**src/rtl/fetch_unit_if.sv**
```systemverilog
// Fetch stage bus: PC pacing, instruction ROM port and decode-side valid/ready handshake.
interface fetch_unit_if;
  localparam int unsigned XW = 16;

  logic [XW-1:0] pc_in;
  logic          pc_inc;
  logic          flush;
  logic [XW-1:0] imem_addr;
  logic          imem_rd;
  logic [XW-1:0] imem_data;
  logic [XW-1:0] ir_out;
  logic [XW-1:0] ir_pc;
  logic          ir_valid;
  logic          ir_ready;
  logic [XW-1:0] stall_cnt;

  // Fetch unit side.
  modport master (
    input  pc_in, flush, imem_data, ir_ready,
    output pc_inc, imem_addr, imem_rd, ir_out, ir_pc, ir_valid, stall_cnt
  );

  // PC / ROM / decode side.
  modport slave (
    output pc_in, flush, imem_data, ir_ready,
    input  pc_inc, imem_addr, imem_rd, ir_out, ir_pc, ir_valid, stall_cnt
  );
endinterface

```
**src/rtl/fetch_unit.sv**
```systemverilog
// Instruction fetch stage: paces the PC, reads the synchronous ROM and buffers {instr, pc} for decode.
// Optional backpressure counter enabled by defining FETCH_STALL_CNT_EN.
module fetch_unit #(
  parameter int unsigned DEPTH = 4
) (
  input  logic         CLK,
  input  logic         reset,
  fetch_unit_if.master bus
);

  localparam int unsigned XW = 16;
  localparam int unsigned AW = (DEPTH > 1) ? $clog2(DEPTH) : 1;
  localparam int unsigned CW = $clog2(DEPTH + 1);
  localparam int unsigned OW = CW + 1;

  typedef struct packed {
    logic [XW-1:0] instr;
    logic [XW-1:0] pc;
  } entry_t;

  entry_t          mem_q [DEPTH];
  logic [AW-1:0]   head_q;
  logic [AW-1:0]   tail_q;
  logic [CW-1:0]   count_q;
  logic            inflight_q;
  logic [XW-1:0]   inflight_pc_q;

  logic            issue_c;
  logic            push_c;
  logic            pop_c;
  logic            nonempty_c;

  // Issue looks only at registered occupancy so ir_ready never reaches imem_rd/pc_inc.
  always_comb begin
    nonempty_c = (count_q != '0);
    pop_c      = nonempty_c && bus.ir_ready;
    push_c     = inflight_q && !bus.flush;
    issue_c    = reset && !bus.flush &&
                 ((OW'(count_q) + OW'(inflight_q)) < OW'(DEPTH));
  end

  always_ff @(posedge CLK or negedge reset) begin
    if (!reset) begin
      head_q        <= '0;
      tail_q        <= '0;
      count_q       <= '0;
      inflight_q    <= 1'b0;
      inflight_pc_q <= '0;
      for (int unsigned i = 0; i < DEPTH; i++) begin
        mem_q[i] <= '0;
      end
    end else if (bus.flush) begin
      // Wrong-path entries and the outstanding read are discarded together.
      head_q     <= '0;
      tail_q     <= '0;
      count_q    <= '0;
      inflight_q <= 1'b0;
    end else begin
      if (push_c) begin
        mem_q[tail_q] <= '{instr: bus.imem_data, pc: inflight_pc_q};
        tail_q        <= tail_q + AW'(1);
      end
      if (pop_c) begin
        head_q <= head_q + AW'(1);
      end
      case ({push_c, pop_c})
        2'b10:   count_q <= count_q + CW'(1);
        2'b01:   count_q <= count_q - CW'(1);
        default: count_q <= count_q;
      endcase
      inflight_q <= issue_c;
      if (issue_c) begin
        inflight_pc_q <= bus.pc_in;
      end
    end
  end

  assign bus.pc_inc    = issue_c;
  assign bus.imem_rd   = issue_c;
  assign bus.imem_addr = bus.pc_in;
  assign bus.ir_valid  = nonempty_c;
  assign bus.ir_out    = nonempty_c ? mem_q[head_q].instr : '0;
  assign bus.ir_pc     = nonempty_c ? mem_q[head_q].pc    : '0;

`ifdef FETCH_STALL_CNT_EN
  logic [XW-1:0] stall_q;

  // Saturating count of cycles where decode holds off a valid head; flush leaves it alone.
  always_ff @(posedge CLK or negedge reset) begin
    if (!reset) begin
      stall_q <= '0;
    end else if (nonempty_c && !bus.ir_ready && (stall_q != '1)) begin
      stall_q <= stall_q + XW'(1);
    end
  end

  assign bus.stall_cnt = stall_q;
`else
  assign bus.stall_cnt = '0;
`endif

endmodule

```
**src/flat_wrapper.sv**
```systemverilog
// flat-port wrapper written by rule: the top's interface ports become plain ports
module fetch_unit_flat 
#(
  parameter int unsigned DEPTH = 4
)
  (CLK, reset, bus_pc_in, bus_flush, bus_imem_data, bus_ir_ready, bus_pc_inc, bus_imem_addr, bus_imem_rd, bus_ir_out, bus_ir_pc, bus_ir_valid, bus_stall_cnt);
  fetch_unit_if bus_i ();
  input  logic CLK;
  input  logic reset;
  input wire logic [$bits(bus_i.pc_in)-1:0] bus_pc_in;
  input wire logic [$bits(bus_i.flush)-1:0] bus_flush;
  input wire logic [$bits(bus_i.imem_data)-1:0] bus_imem_data;
  input wire logic [$bits(bus_i.ir_ready)-1:0] bus_ir_ready;
  output wire logic [$bits(bus_i.pc_inc)-1:0] bus_pc_inc;
  output wire logic [$bits(bus_i.imem_addr)-1:0] bus_imem_addr;
  output wire logic [$bits(bus_i.imem_rd)-1:0] bus_imem_rd;
  output wire logic [$bits(bus_i.ir_out)-1:0] bus_ir_out;
  output wire logic [$bits(bus_i.ir_pc)-1:0] bus_ir_pc;
  output wire logic [$bits(bus_i.ir_valid)-1:0] bus_ir_valid;
  output wire logic [$bits(bus_i.stall_cnt)-1:0] bus_stall_cnt;
  assign bus_i.pc_in = bus_pc_in;
  assign bus_i.flush = bus_flush;
  assign bus_i.imem_data = bus_imem_data;
  assign bus_i.ir_ready = bus_ir_ready;
  assign bus_pc_inc = bus_i.pc_inc;
  assign bus_imem_addr = bus_i.imem_addr;
  assign bus_imem_rd = bus_i.imem_rd;
  assign bus_ir_out = bus_i.ir_out;
  assign bus_ir_pc = bus_i.ir_pc;
  assign bus_ir_valid = bus_i.ir_valid;
  assign bus_stall_cnt = bus_i.stall_cnt;
  fetch_unit #(.DEPTH(DEPTH)) u_core (.CLK(CLK), .reset(reset), .bus(bus_i));
endmodule
```
**config.mk**
```make
export PLATFORM = sky130hd
export DESIGN_NAME = fetch_unit_flat
export DESIGN_NICKNAME = d
export VERILOG_FILES = /design/src/rtl/fetch_unit_if.sv /design/src/rtl/fetch_unit.sv /design/src/flat_wrapper.sv
export SDC_FILE = /design/constraint.sdc
export NUM_CORES = 1
export LEC_CHECK = 0
export ABC_AREA = 1
export CAP_MARGIN = 20
export CORE_ASPECT_RATIO = 1.75
export CORE_UTILIZATION = 45
export DETAILED_ROUTE_END_ITERATION = 7
export GPL_TIMING_DRIVEN = 0
export HOLD_SLACK_MARGIN = 0.1
export PLACE_DENSITY = 0.68
export SLEW_MARGIN = 20
export SYNTH_ARGS = -nofsm -noshare
export SYNTH_HDL_FRONTEND = slang
export SYNTH_SLANG_ARGS = --single-unit
```
**constraint.sdc**
```tcl
create_clock -name CLK -period 3.5 [get_ports CLK]
set_input_delay 0.7 -clock CLK [delete_from_list [all_inputs] [get_ports CLK]]
set_output_delay 0.7 -clock CLK [all_outputs]
set_load 0.01 [all_outputs]
```
==> key figures, run 1 <==
Hold path
  • Worst hold path type: in -> async

Timing
  • Slew margin rel.: 64.4%
  • F_max: 303 MHz
  • PnR worst setup slack: about 200 ps
  • Final period util: 94.2%
  • # setup viols final: 0
  • Minimum clock period: ~3300 ps
  • Fin. Hold Viols: 0
  • Final Max Slew Viols: 0
  • RSZ-0062 raised after global routing: no
  • Worst-Margin Slew: 534 ps
  • Skew final: roughly 7.9 ps

Critical path
  • Max FO, Critical Path: 11
  • Critical Path RT: about 2800 ps
  • Most frequent CP cell: clkdlybuf4s50_1
  • Crit-path cells: clkdlybuf4s50_1, nor2_1, nand3_1, inv_2, clkbuf_4, buf_4, clkdlybuf4s50_1
  • Critical Path Slowest Stage Cell: clkdlybuf4s50_1
  • Worst setup EP type: output pin
  • CP peak stage delay: approximately 520 ps
  • CP Launch Type: input pin
  • CP arrival: 2600 ps
  • CP Class: in -> out

Finish
  • Share of layout cells above drive strength 1: 12.4%
  • Fillcell total: between 1k and 1.5k
  • Area Overhead vs Synth: 25.3%
  • Final cell count without fillers: around 1.2k
  • Antenna Diode Count: 0
  • Fin nets: approximately 1000
  • Post-route cell area: a little under 0.009 mm2
  • Area of the multi-input gates: approximately 0.0026 mm2
  • Sequential cell area: 0.00380 mm2

Clock tree
  • Sink Count: about 150
  • H-tree depth: 4
  • Worst-skew pair later-pin latency: between 400 and 500 ps
  • Clk slew on worst S/H paths: about 60 ps
  • CTS hold repair buffers: 0
  • Buffer count from post-CTS setup fixing: 0
  • CTS tree: done
  • Root buffer cell: clkbuf_16
  • Maximum buffer depth of the clock tree: 2
  • CTS Buf Count: 17

Yosys
  • Async SR Flop Fraction: between 90% and 100%
  • Largest family of logic cells by synthesized area: compound AO/OA/AOI/OAI gates
  • Sequential share of the synthesized area: between 50% and 60%
  • Mapped Avg Cell Area: 8.51 um2
  • Post-synthesis mux area share: 0%
  • Synth Cell Area: around 0.007 mm2
  • Yosys warns: 0
  • #FFs+latches synth: 152
  • Synth Flop Type: dfrtp_1
  • Post-synth EDFFs: 0
  • Synth Area in XOR/XNOR: 0.123%
  • Synth Area in Simple Gates: 16.7%
  • Cell variety after synth: 23
  • Gate Count Post-Synth: 837
  • Synth Area in Adders: less than 1%
  • Synth Area in Compound Gates: ~17%

Power
  • Power share of the sequential group: around 36%
  • Clock share of power: between 20% and 30%
  • Int Pwr: 0.00453 W
  • Net Sw Frac: a little over a third
  • Pwr dens: between 700 and 800 mW/mm2
  • Peak VDD IR: 0.387 mV
  • Cell leakage power: ~4.2 nW
  • Combinational Power Share: approximately 37%
  • NetSw: around 0.0024 W

Global route
  • Vias in the first global route: approximately 6.0k
  • GRT Overall Usage: approximately a quarter
  • First-pass GRT wire length: 30.2 mm
  • Grt ovf: 0
  • Antenna violations before repair: 0
  • Pin count of the biggest net entering global routing: 93

Detailed routing
  • Via Count: slightly below 6k
  • Residual DRC: 0
  • 1st-pass router iterations: 5
  • Routed Antenna Nets: 0
  • Via/cell ratio: ~5.2
  • Initial DRC count: roughly 450
  • Avg WL per Cell: 16.0 um
  • Routed WL: around 19 mm

Placed design
  • # port buffers: 86
  • Cells after DPL: about 1.1k
  • Placement Cell Area: slightly above 0.008 mm2
  • Pre-CTS setup slack: 47.3 ps
  • GPL Wtd Cong: roughly 0.8
  • Post-DP HPWL: around 13 mm

Floorplanning
  • Top Ports: slightly above 100
  • Rows: 60
  • Die Y: approximately 170 um
  • Initial Util: between 40% and 50%
  • Die width: just under 100 um
  • Die Area: approximately 0.016 mm2
  • Core area: between 0.015 and 0.02 mm2

Run status
  • Status: finished clean

Run
  • Max Cap Violations: 0
## metrics by stage
stage	utilization [%]	total power [W]	hold slack, ps	setup TNS (ps)
final	58.0	0.00697	218	0
after detailed placement	54.0	0.00507	468	0
after global routing	58.0	0.00742	251	0
after global placement	53.7	0.00503	460	-762990
after floorplan	-	0.00398	404	0
after CTS	58.0	0.00702	230	0
## cells by family (layout without fill, tap and decap cells)
kind of cell | Yosys count | after routing
XOR/XNOR | 1 | 1
AO/OA/AOI/OAI | 246 | 246
other | 1 | 16
AND/OR/NAND/NOR | 303 | 303
adder cells (fa/ha/maj) | 5 | 5
buffers and inverters | 129 | 247
flip-flops | 152 | 152
## synth_stat cells (5+ instances only)
cell | number | area [um2]
nor2_1 | 134 | 503
inv_1 | 42 | 158
buf_4 | 46 | 345
nand2_4 | 5 | 56.3
buf_6 | 17 | 191
clkbuf_1 | 8 | 30.0
dfrtp_1 | 152 | 3800
a21oi_1 | 35 | 175
o21ai_0 | 179 | 896
nand3_1 | 5 | 25.0
buf_2 | 13 | 65.1
o21ai_1 | 30 | 150
nand2_1 | 157 | 589
## critical path, delay by kind of cell
family / cells / cell delay, ps
buf+inv: 5 / 1620
simple gates: 2 / 280
## worst paths after layout
kind / startpoint / depth (start not counted) / to / slack [ps]
setup reg to reg: u_core.count_q[1]$_DFFE_PN0P_ / 11 / u_core.count_q[2]$_DFFE_PN0P_ / 1630
setup / recovery: bus_flush / 7 / bus_pc_inc / 200
hold reg to reg: u_core.mem_q[77]$_DFFE_PN0P_ / 2 / u_core.mem_q[77]$_DFFE_PN0P_ / 480
min in group CLK: u_core.mem_q[77]$_DFFE_PN0P_ / 2 / u_core.mem_q[77]$_DFFE_PN0P_ / 480
max in group asynchronous: reset / 2 / u_core.mem_q[17]$_DFFE_PN0P_ / 2450
hold / removal: reset / 1 / u_core.inflight_pc_q[2]$_DFFE_PN0P_ / 220
## registers in the layout, summed over array words and instances (netlist names)
name,cells
u_core.mem_q,128
u_core.inflight_pc_q,16
u_core.count_q,3
u_core.head_q,2
u_core.tail_q,2
u_core.inflight_q,1
## routing by layer
| layer | track usage, % | vias up | wire length, um |
|---|---|---|---|
| li1 | - | 2894 | - |
| met3 | 4.19 | 34 | 875 |
| met5 | 0 | - | 0 |
| met2 | 42.9 | 177 | 9980 |
| met4 | 11.2 | 0 | 485 |
| met1 | 26.7 | 2864 | 7170 |
## cells in the final DEF (no fill, tap or decap), types with 9 or more instances in the layout
| cell type | instances |
|---|---|
| clkdlybuf4s50_1 | 85 |
| clkbuf_16 | 17 |
| conb_1 | 16 |
| nand2_1 | 157 |
| nor2_1 | 134 |
| dfrtp_1 | 152 |
| o21ai_1 | 30 |
| buf_2 | 12 |
| o21ai_0 | 179 |
| buf_4 | 46 |
| buf_6 | 17 |
| clkbuf_1 | 9 |
| a21oi_1 | 35 |
| inv_1 | 41 |
## repair_timing
| item | 4_1_cts | 5_1_grt |
|---|---|---|
| endpoints found under the setup margin | 0 | 1 |
| hold endpoints to repair | 0 | 0 |
| resized for setup | 0 | 2 |
## cell type report
| type | instances | area share, % |
|---|---|---|
| Inverter | 45 | 1.95 |
| Buffer | 84 | 7.11 |
| Tap cell | 186 | 2.61 |
| Clock inverter | 12 | 1.98 |
| Multi-Input combinational cell | 571 | 28.8 |
| Timing Repair Buffer | 87 | 10.0 |
| Sequential cell | 152 | 42.6 |
| Clock buffer | 19 | 4.96 |
## power by group through the flow
stage | Combinational [W] | Clock, W | Sequential, W
2_1_floorplan | 0.00152 | 0 | 0.00246
3_3_place_gp | 0.00253 | 0 | 0.00250
3_5_place_dp | 0.00256 | 0 | 0.00251
4_1_cts | 0.00258 | 0.00194 | 0.00249
5_1_grt | 0.00285 | 0.00201 | 0.00256
6_report | 0.00255 | 0.00193 | 0.00250
Note: power is estimated with default switching activity, not from simulation.
==> inputs of run 2 (changes only) <==
CTS_CLUSTER_SIZE = 30   (was unset)
GPL_TIMING_DRIVEN = unset   (was 0)
==> run 2 against run 1 <==
  * Final cell count fell by 6.1%
  * Die area unchanged
  * Maximum frequency increased by 0.77%
  * Via count fell by 7.3%
  * First-iteration DRC count down 8.4%
==> key figures, run 2 (synthesis gave the netlist of run 1 again) <==
Clock tree
  • CTS hold repair buffers: 0 (unchanged)
  • Post-cts resize count: 0 (unchanged)
  • H-tree depth: 4 (unchanged)
  • CTS Buf Count: 17 (unchanged)
  • Worst-skew pair later-pin latency: 410 ps (about the same)
  • Clk slew on worst S/H paths: 60 ps (about the same)
  • Buffer count from post-CTS setup fixing: 0 (unchanged)
  • Maximum buffer depth of the clock tree: 2 (unchanged)
  • Sink Count: 152 (unchanged)
  • Root buffer cell: clkbuf_16
  • CTS tree: done

Critical path
  • Critical Path RT: 2800 ps (about the same)
  • Crit-path cells: inv_1, buf_4, nor2_1, o21ai_0, a21oi_1, clkdlybuf4s50_1
  • CP arrival: 2570 ps (-30 ps)
  • Critical Path Slowest Stage Cell: clkdlybuf4s50_1
  • Worst setup EP type: output pin
  • Max FO, Critical Path: 13 (+2)
  • CP Launch Type: flop
  • CP peak stage delay: 570 ps (+50 ps)
  • CP Class: reg -> out

Global route
  • Antenna violations before repair: 0 (unchanged)
  • GRT Overall Usage: 20.6% (-3.0 points)
  • First-pass GRT wire length: 26.6 mm (-12%)
  • Vias in the first global route: 5269 (-13%)
  • Grt ovf: 0 (unchanged)
  • Pin count of the biggest net entering global routing: 68 (-27%)

Finish
  • Commonest non-fill, non-tap cell in the layout: o21ai_0
  • Largest register FFs: 128 (unchanged)
  • Most frequent cells in the layout: 179 x o21ai_0, 157 x nand2_1, 150 x dfrtp_1
  • Antenna Diode Count: 0 (unchanged)
  • Fin nets: 927 (-7.2%)
  • Area Overhead vs Synth: 17.2%
  • Post-route cell area: 0.00835 mm2 (-6.5%)
  • Biggest regs: u_core.mem_q: 128 flops, u_core.inflight_pc_q: 16 flops, u_core.count_q: 3 flops
  • Share of layout cells above drive strength 1: 6.34% (-6.0 points)
  • Largest reg by FF count: u_core.mem_q

Placed design
  • Post-DP HPWL: 9.98 mm (-21%)
  • GPL Wtd Cong: 0.752 (-5.9%)
  • # port buffers: 86 (unchanged)
  • Placement Cell Area: 0.00774 mm2 (-6.8%)
  • Pre-CTS setup slack: 420 ps (+372 ps)

Power
  • Pwr dens: 809 mW/mm2 (+3.6%)
  • Cell leakage power: 3.83 nW (-8.4%)
  • Peak VDD IR: 0.490 mV (+27%)

Timing
  • Fin. Hold Viols: 0 (unchanged)
  • Slew margin rel.: 44.5% (-20 points)
  • Skew final: 9.06 ps (+1.12 ps)
  • Final period util: 93.5% (-0.72 points)
  • Setup_tns: 0 ps (unchanged)
  • RSZ-0062 raised after global routing: no
  • # setup viols final: 0 (unchanged)
  • F_max: 306 MHz (+0.77%)
  • Worst-Margin Slew: 833 ps (+299 ps)
  • Minimum clock period: 3270 ps (-25.3 ps)
  • Final Max Slew Viols: 0 (unchanged)
  • PnR worst setup slack: 227 ps (+25.3 ps)

Detailed routing
  • Via/cell ratio: 5.10 (-1.2%)
  • Via Count: 5535 (-7.3%)
  • 1st-pass router iterations: 5 (unchanged)
  • Routed Antenna Nets: 0 (unchanged)
  • Initial DRC count: 413 (-8.4%)
  • Residual DRC: 0 (unchanged)
  • Avg WL per Cell: 14.8 um (-7.4%)
  • Routed WL: 16.1 mm (-13%)

Run
  • Max Cap Violations: 0 (unchanged)

Floorplanning
  • Die Y: 168 um (unchanged)
  • Die width: 97.1 um (unchanged)
  • Die Area: 0.0164 mm2 (unchanged)
  • Core area: 0.0154 mm2 (unchanged)
  • Top Ports: 103 (unchanged)
  • Rows: 60 (unchanged)
  • Initial Util: 46.3% (unchanged)

Run status
  • Status: finished clean

Hold path
  • Worst hold path type: in -> async
run 2: cell types whose count changed in the layout (fill, tap and decap cells not counted), moves of 2 or more:
cell,delta
dfrtp_2,+2
buf_6,-16
dfrtp_1,-2
buf_4,-33
buf_2,-12
clkbuf_1,-7
run 2: final timing paths:
path / to / cells after the start / from / slack (ps)
setup / recovery: bus_ir_out[2] / 6 / u_core.head_q[1]$_DFFE_PN0P_ / 230
hold / removal: u_core.count_q[2]$_DFFE_PN0P_ / 1 / reset / 160
setup reg to reg: u_core.count_q[2]$_DFFE_PN0P_ / 11 / u_core.count_q[1]$_DFFE_PN0P_ / 1600
hold reg to reg: u_core.mem_q[78]$_DFFE_PN0P_ / 2 / u_core.mem_q[78]$_DFFE_PN0P_ / 480
max in group asynchronous: u_core.head_q[1]$_DFFE_PN0P_ / 3 / reset / 1470
min in group CLK: u_core.mem_q[78]$_DFFE_PN0P_ / 2 / u_core.mem_q[78]$_DFFE_PN0P_ / 480
run 2: where the power goes:
group / leakage [nW] / switching, W / internal [W] / total (W)
logic: 1.52 / 0.00134 / 0.00101 / 0.00235
registers: 2.01 / 0.000301 / 0.00225 / 0.00255
clock network: 0.293 / 0.000697 / 0.00116 / 0.00186
run 2: cell type report:
type                            instances  area, um2
Clock buffer                           21        460
Fill cell                            1413       7040
Sequential cell                       152       3810
Inverter                               45        174
Tap cell                              186        233
Timing Repair Buffer                   99        960
Multi-Input combinational cell        571       2570
Clock inverter                         11        146
run 2: critical path: cells and delay by family (launching register included):
| family | cells | cell delay, ps |
|---|---|---|
| flops | 1 | 550 |
| simple gates | 1 | 120 |
| buf+inv | 3 | 1170 |
| compound gates | 2 | 310 |
run 2: metal layers:
| layer | GRT usage (%) | share of wire [%] | vias to the layer above |
|---|---|---|---|
| li1 | - | - | 2755 |
| met1 | 24.8 | 42 | 2628 |
| met2 | 37.2 | 53 | 131 |
| met3 | 2.82 | 3.4 | 21 |
| met4 | 7.66 | 1.6 | 0 |
| met5 | 0 | 0 | - |
run 2: stage by stage:
| step | hold slack [ps] | power [W] | util [%] | cells |
|---|---|---|---|---|
| 2_1_floorplan | 404 | 0.00398 | - | 852 |
| 3_3_place_gp | 461 | 0.00488 | 50.3 | 1053 |
| 3_5_place_dp | 468 | 0.00493 | 50.3 | 1053 |
| 4_1_cts | 168 | 0.00681 | 54.2 | 1085 |
| 5_1_grt | 182 | 0.00724 | 54.2 | 1085 |
| 6_report | 163 | 0.00676 | 54.2 | 1085 |
